## src/rtl/coriolis_stream_pkg.sv

```systemverilog
// Shared definitions for the coriolis stream sink: FloPoCo exception codes and
// the FloPoCo-to-IEEE-754 single conversion.
package coriolis_stream_pkg;

    localparam logic [1:0]  EXN_ZERO   = 2'b00;
    localparam logic [1:0]  EXN_NORMAL = 2'b01;
    localparam logic [1:0]  EXN_INF    = 2'b10;
    localparam logic [1:0]  EXN_NAN    = 2'b11;

    localparam logic [31:0] CANON_NAN  = 32'h7FC00000;

    // The exception field overrides the IEEE payload except for normal numbers.
    function automatic logic [31:0] fpc_to_ieee(input logic [33:0] word);
        logic [31:0] res;
        res = CANON_NAN;
        unique case (word[33:32])
            EXN_ZERO:   res = {word[31], 31'b0};
            EXN_NORMAL: res = word[31:0];
            EXN_INF:    res = {word[31], 8'hFF, 23'b0};
            EXN_NAN:    res = CANON_NAN;
        endcase
        return res;
    endfunction

endpackage

```

## src/rtl/coriolis_sink_fifo.sv

```systemverilog
// Synchronous first-word-fall-through FIFO with wrap-bit pointers; the head
// word is presented combinationally and reads as zero while empty.
module coriolis_sink_fifo #(
    parameter int unsigned DATAW = 32,
    parameter int unsigned DEPTH = 8
) (
    input  logic             clk_i,
    input  logic             rst_ni,
    input  logic             wr_en_i,
    input  logic [DATAW-1:0] wr_data_i,
    input  logic             rd_en_i,
    output logic [DATAW-1:0] rd_data_o,
    output logic             full_o,
    output logic             empty_o
);

    localparam int unsigned AW     = $clog2(DEPTH);
    localparam logic [AW:0] PtrOne = {{AW{1'b0}}, 1'b1};

    logic [DATAW-1:0] mem_q [DEPTH];
    logic [AW:0]      wr_ptr_q, wr_ptr_d;
    logic [AW:0]      rd_ptr_q, rd_ptr_d;

    assign empty_o   = (wr_ptr_q == rd_ptr_q);
    assign full_o    = (wr_ptr_q[AW] != rd_ptr_q[AW]) &&
                       (wr_ptr_q[AW-1:0] == rd_ptr_q[AW-1:0]);
    assign rd_data_o = empty_o ? '0 : mem_q[rd_ptr_q[AW-1:0]];

    always_comb begin
        wr_ptr_d = wr_ptr_q;
        rd_ptr_d = rd_ptr_q;
        if (wr_en_i && !full_o) begin
            wr_ptr_d = wr_ptr_q + PtrOne;
        end
        if (rd_en_i && !empty_o) begin
            rd_ptr_d = rd_ptr_q + PtrOne;
        end
    end

    always_ff @(posedge clk_i) begin
        if (!rst_ni) begin
            wr_ptr_q <= '0;
            rd_ptr_q <= '0;
        end else begin
            wr_ptr_q <= wr_ptr_d;
            rd_ptr_q <= rd_ptr_d;
        end
    end

    // Storage is deliberately left out of reset; the pointers alone define contents.
    always_ff @(posedge clk_i) begin
        if (wr_en_i && !full_o) begin
            mem_q[wr_ptr_q[AW-1:0]] <= wr_data_i;
        end
    end

endmodule

```

## src/rtl/coriolis_stream_sink.sv

```systemverilog
// Terminal sink: converts FloPoCo words to IEEE single, buffers them for the
// drain port, counts accepted/drained elements and keeps sticky NaN/Inf flags.
module coriolis_stream_sink
    import coriolis_stream_pkg::*;
#(
    parameter int unsigned STREAMW = 34,
    parameter int unsigned DATAW   = 32,
    parameter int unsigned DEPTH   = 8,
    parameter int unsigned NELEM   = 1024
) (
    input  logic               clk,
    input  logic               rst,
    input  logic               ivalid,
    input  logic [STREAMW-1:0] in1,
    output logic               iready,
    output logic               ovalid,
    output logic [DATAW-1:0]   out1,
    input  logic               oready,
    output logic [31:0]        count,
    output logic               done,
    output logic               nan_seen,
    output logic               inf_seen
);

    localparam logic [31:0] NelemW = 32'(NELEM);

    logic        full, empty;
    logic        wr_en, rd_en;
    logic [31:0] count_q, count_d;
    logic [31:0] drain_q, drain_d;
    logic        done_q, done_d;
    logic        nan_q, nan_d;
    logic        inf_q, inf_d;

    // Both handshake readies come only from registered state.
    assign iready = !full && (count_q < NelemW);
    assign ovalid = !empty;
    assign wr_en  = ivalid && iready;
    assign rd_en  = oready && ovalid;

    coriolis_sink_fifo #(
        .DATAW (DATAW),
        .DEPTH (DEPTH)
    ) u_fifo (
        .clk_i     (clk),
        .rst_ni    (rst),
        .wr_en_i   (wr_en),
        .wr_data_i (fpc_to_ieee(in1)),
        .rd_en_i   (rd_en),
        .rd_data_o (out1),
        .full_o    (full),
        .empty_o   (empty)
    );

    always_comb begin
        count_d = count_q;
        drain_d = drain_q;
        done_d  = done_q;
        nan_d   = nan_q;
        inf_d   = inf_q;
        if (wr_en) begin
            count_d = count_q + 32'd1;
            nan_d   = nan_q || (in1[33:32] == EXN_NAN);
            inf_d   = inf_q || (in1[33:32] == EXN_INF);
        end
        if (rd_en) begin
            drain_d = drain_q + 32'd1;
            if (drain_q == NelemW - 32'd1) begin
                done_d = 1'b1;
            end
        end
    end

    always_ff @(posedge clk) begin
        if (!rst) begin
            count_q <= '0;
            drain_q <= '0;
            done_q  <= 1'b0;
            nan_q   <= 1'b0;
            inf_q   <= 1'b0;
        end else begin
            count_q <= count_d;
            drain_q <= drain_d;
            done_q  <= done_d;
            nan_q   <= nan_d;
            inf_q   <= inf_d;
        end
    end

    assign count    = count_q;
    assign done     = done_q;
    assign nan_seen = nan_q;
    assign inf_seen = inf_q;

endmodule

```

## config.mk

```make
export PLATFORM = sky130hd
export DESIGN_NAME = coriolis_stream_sink
export DESIGN_NICKNAME = d
export VERILOG_FILES = /design/src/rtl/coriolis_stream_pkg.sv /design/src/rtl/coriolis_sink_fifo.sv /design/src/rtl/coriolis_stream_sink.sv
export SDC_FILE = /design/constraint.sdc
export NUM_CORES = 1
export LEC_CHECK = 0
export BUFFER_PORTS_ARGS = -buffer_cell sky130_fd_sc_hd__buf_2
export CAP_MARGIN = 20
export CORE_UTILIZATION = 64
export CTS_CLUSTER_SIZE = 24
export DETAILED_ROUTE_END_ITERATION = 16
export PLACE_DENSITY = 0.87
export SYNTH_ARGS = -nofsm -noshare
export SYNTH_HDL_FRONTEND = slang
export SYNTH_HIERARCHICAL = 1
export SYNTH_SLANG_ARGS = --single-unit
```

## constraint.sdc

```tcl
create_clock -name clk -period 10.9 [get_ports clk]
set_input_delay 2.18 -clock clk [delete_from_list [all_inputs] [get_ports clk]]
set_output_delay 2.18 -clock clk [all_outputs]
set_load 0.05 [all_outputs]
```

# Word-level counts from Yosys, hierarchy flattened

Memories as Yosys holds them, arrays and structs flattened. A register that Yosys moved wholly into a read port is not among the register bits.
Index checks and enable logic that the tools add are counted.

Memories kept: 1
Word-level logic and storage cells: 38
Memory bits (writable): 256
Latch bits: 0
Output and inout port bits: 69
Bits of input ports: 38
ROM bits: 0
Flip-flop bits (word level): 75

Equal/unequal tests: 7
$mul: 0
Reductions and logical operators: 12
Bitwise gates (word level): 0
Add/subtract/negate cells: 4
$lt $le $gt $ge: 1
Mux-type cells: 6
Divide/modulo/power cells: 0
Shift operators: 0

Memories:

| memory       | words | bits a word | read ports | clocked after memory_dff | wr ports | RTL line                 | source |
|---|---|---|---|---|---|---|---|
| u_fifo.mem_q | 8     | 32          | 1          | 1                        | 1        | coriolis_sink_fifo.sv:20 | `logic [DATAW-1:0] mem_q [DEPTH];` |

Operators with widths:

| kind                  | count |
|---|---|
| $pmux 32 s4           | 1 |
| $add 32x1->32 const B | 2 |
| $eq 32x10->1 const B  | 1 |
| $lt 32x11->1 const B  | 1 |
| $mux 32               | 1 |
| $add 4x1->4 const B   | 2 |
| $logic_and 1x1->1     | 6 |
| $mux 3                | 2 |
| $eq 2x2->1 const B    | 2 |
| $eq 4x4->1            | 1 |
| $eq 3x3->1            | 1 |
| $eq 2x1->1 const B    | 1 |
| $logic_not 1->1       | 2 |
| $logic_not 2->1       | 1 |
| $logic_or 1x1->1      | 2 |
| $mux 1                | 2 |
| $reduce_and 2->1      | 1 |
| $ne 1x1->1            | 1 |

# Logic depth before layout (Yosys ltp)

Word-level depth: 8
Depth in mapped cells: 10
Depth with buffers taken out: 8

# Modules after synthesis

The synthesis kept the hierarchy.

Modules (own cells, without submodules):

| module               | area an instance (µm²) | cells each | sequential area each (µm²) | times used |
|---|---|---|---|---|
| coriolis_sink_fifo   | 10518.8                | 488        | 7907.6                     | 1 |
| coriolis_stream_sink | 3075.4                 | 352        | 1341.3                     | 1 |

# Least setup slack after synthesis

No wires, ideal clock.

Kind: input port to flip-flop
From: input port ivalid
To: memory u_fifo.mem_q[5][0] (enable)
Path buffers: 0
Cell stages on the path: 4
Path slack: 4218 ps
Library setup time: 513 ps
Arrival time: 6169 ps
Required time: 10387 ps
Path through: nand3_1 nor2_1 nand2_1 nor4b_1

Cells in the longest elaborated chain, start to end: 4

Ends and longest elaborated chain:

| item                         | RTL line                   | source |
|---|---|---|
| start, declared              | coriolis_stream_sink.sv:13 | `input logic ivalid,` |
| $logic_and 1x1->1            | coriolis_stream_sink.sv:38 | `assign wr_en = ivalid && iready;` |
| named net wr_en              | coriolis_stream_sink.sv:28 | `logic wr_en, rd_en;` |
| $logic_and 1x1->1            | coriolis_sink_fifo.sv:52   | `if (wr_en_i && !full_o) begin` |
| $mux 1                       | coriolis_sink_fifo.sv:52   |  |
| $mux 1 (implied by the code) | coriolis_sink_fifo.sv:53   | `mem_q[wr_ptr_q[AW-1:0]] <= wr_data_i;` |
| end, declared                | coriolis_sink_fifo.sv:20   |  |

The timed path passes the listed nets, and every way through them passes these cells.

# Worst setup path after layout

From: register u_fifo.wr_ptr_q[1]
To: output port out1[21]

Cells in the longest elaborated chain, start to end: 2

Ends and longest elaborated chain:

| item                   | RTL line                   | source |
|---|---|---|
| start, declared        | coriolis_sink_fifo.sv:21   | `logic [AW:0] wr_ptr_q, wr_ptr_d;` |
| start signal, assigned | coriolis_sink_fifo.sv:45   | `wr_ptr_q <= wr_ptr_d;` |
| $eq 4x4->1             | coriolis_sink_fifo.sv:24   | `assign empty_o = (wr_ptr_q == rd_ptr_q);` |
| named net empty        | coriolis_stream_sink.sv:27 | `logic full, empty;` |
| $mux 32                | coriolis_sink_fifo.sv:27   | `assign rd_data_o = empty_o ? '0 : mem_q[rd_ptr_q[AW-1:0]];` |
| end, declared          | coriolis_stream_sink.sv:17 | `output logic [DATAW-1:0] out1,` |

The timed path passes the listed nets, and every way through them passes these cells.

==> flow_summary.toml <==
[layout]
drive_above_1_share_pct = 25.9
final_cells = 1245
area_growth_pct = 13.9
diodes = 0
fin_nets = 992

[sta]
max_freq_ghz = 0.188
slew_headroom_pct = 35.9
rsz0062_at_grt = "no"
worst_slew_pin_slew_ns = 0.962
clock_skew_ns = 0.0220
setup_viol = 0
drv_slew = 0
setup_tns_ns = 0
fin_crit_sh_pct = 48.9
fin_ws_ns = 5.57
hold_viol_final = 0
period_minus_slack_ns = 5.33

[worst_hold_path]
hold_path.class = "flip-flop to flip-flop"

[detailed_routing]
drt-total-wl_mm = 29.4
vias = 8131
dr.first_iter.drc_count = 759
avgRoutedWirePerCell_um = 23.6
first_pass_iters = 5
postRouteAntennaNets = 0
drc = 0
vias_per_cell = 6.53

[worst_setup_path]
r2r_end = "u_fifo/mem_q[5][0]"
r2r-start = "u_fifo/wr_ptr_q[1]"
r2r_slack_ns = 6.67
worstPathMaxFanout = 32
crit_type = "flip-flop to output port"
cp.arrival_ns = 3.15
crit_path_end = "out1[21]"
worstSetupEndpointType = "output port"
r2r_cells = 8
start_kind = "flip-flop"
startpoint = "u_fifo/wr_ptr_q[1]"
required_ns = 8.72

[grt]
grt_usage_pct = 27.9
grt_overflow = 0
grt_pass1_vias = 8066
antenna_found_initial = 0
grt_start_max_net_pins = 51
grt_pass1_wl_mm = 45.5

[place]
dp_worst_setup_slack_ns = 6.13
place_inst = 1184
dp_hpwl_mm = 15.7
place_congestion = 0.792
port_buffers = 106

[synth]
synth_compound_area_share_pct = 3.73
ys_ff_latch = 334
seq_area_frac_synth_pct = 68.0
synth_nets = 882
synth_common_cells = "edfxtp_1, dfxtp_1, mux4_2, nor2_1, and2_1"
syn_area_per_cell_um2 = 16.2
synth_top_family_by_area = "multiplexers"
synth_cells = 840
synth_cell_type_count = 52
synth.area.top_cells = "edfxtp_1, dfxtp_1, mux4_2"
synth.largest_area_cell = "edfxtp_1"
synth_most_common_cell = "edfxtp_1"
synth_ff_type = "edfxtp_1"
yosys.area_share.simple_pct = 10.4
synthAdderAreaFrac_pct = 0.368
netlist_area_um2 = 13600
synth_top_cell_area_share_pct = 56.5
synth-xor-area-share_pct = 1.68
synth_edf_count = 256
yosysWarnings = 6
async_flop_share_pct = 0
synthMuxAreaShare_pct = 14.0

[cts]
clk_root_buffer_cell = "clkbuf_16"
htreeDepth = 2
cts_inserted_buffers = 34
cts_resized = 0
post_cts_buffers = 0
insertion_delay_ns = 0.50
clk_pin_slew_ns = 0.06
cts_tree = "yes"
ctsLongestPathBuffers = 3
numClockSinks = 334
hold_buffers = 0

[die]
row_count = 52
start_util_pct = 66.1
io_pins = 107
dieArea_um2 = 21800
die_h_um = 148
die_x_um = 148
core_area_um2 = 20600

[power]
powerDensity_nw_per_um2 = 180
ir_drop_uv = 178
leakage_uw = 0.00522
total_power_uw = 2790

[job]
maxCapViolations = 0

[outcome]
run_status = "finished, final reports clean"
-- cell type report --
type | instances | area [um2]
fillers | 1144 | 5080
multi-input cells | 451 | 4150
inverters | 8 | 30.0
clock inverters | 18 | 144
flip-flops and latches | 334 | 9260
clock buffers | 43 | 916
repair buffers | 121 | 643
well taps | 270 | 338
-- cells in the final DEF (no fill, tap or decap), types with 25 or more instances in the layout --
cell type	count
a21oi_1	26
and2_1	47
buf_2	106
clkbuf_16	35
dfxtp_1	75
edfxtp_1	256
mux2i_1	46
mux4_2	64
nand2_1	31
nor2_1	49
or4_1	25
-- cells by family after synthesis --
kind of cell,after synthesis
buffers and inverters,55
AND/OR/NAND/NOR,243
multiplexers,110
XOR/XNOR,21
adder cells (fa/ha/maj),4
flip-flops,334
AO/OA/AOI/OAI,73
-- sequential cells by signal, indices dropped and copies added (netlist names), named ones only --
signal           cells
count               32
done                 1
drain_q             32
inf_seen             1
nan_seen             1
u_fifo/mem_q       256
u_fifo/rd_ptr_q      4
u_fifo/wr_ptr_q      4
-- through the flow --
| step | hold WS [ns] | instance area, um2 | util [%] |
|---|---|---|---|
| after floorplan | 0.452 | 13600 | - |
| after global placement | 0.436 | 14400 | 70.1 |
| after detailed placement | 0.458 | 14400 | 70.1 |
| after CTS | 0.474 | 15500 | 75.3 |
| after global routing | 0.497 | 15500 | 75.3 |
| final | 0.481 | 15500 | 75.3 |
-- metal layers --
layer / vias to the layer above / routed length [um] / track usage (%)
met3: 96 / 2310 / 4.66
met1: 4066 / 10900 / 36.4
met2: 441 / 15100 / 46.9
met4: 0 / 1120 / 11.9
li1: 3528 / - / -
met5: - / 0 / 0
-- worst max-delay path, cell delays in order (launching register included) --
cell	delay (ns)
dfxtp_1	0.72
xor2_2	0.31
nor4_4	0.66
buf_4	0.53
nor2_1	0.17
buf_2	0.25
-- how the worst min path moves through the flow --
stage | startpoint | endpoint | depth (start not counted)
floorplan | drain_q[31] | drain_q[31] | 2
global placement | inf_seen | inf_seen | 2
detailed placement | nan_seen | nan_seen | 2
CTS | nan_seen | nan_seen | 2
global route | nan_seen | nan_seen | 2
finish | done | done | 2
-- power breakdown --
group	leakage, uW	internal [uW]	switching, uW
clock	0.000514	644	464
sequential	0.00298	1400	17.9
combinational	0.00172	83.1	185
Note: power is estimated with default switching activity, not from simulation.
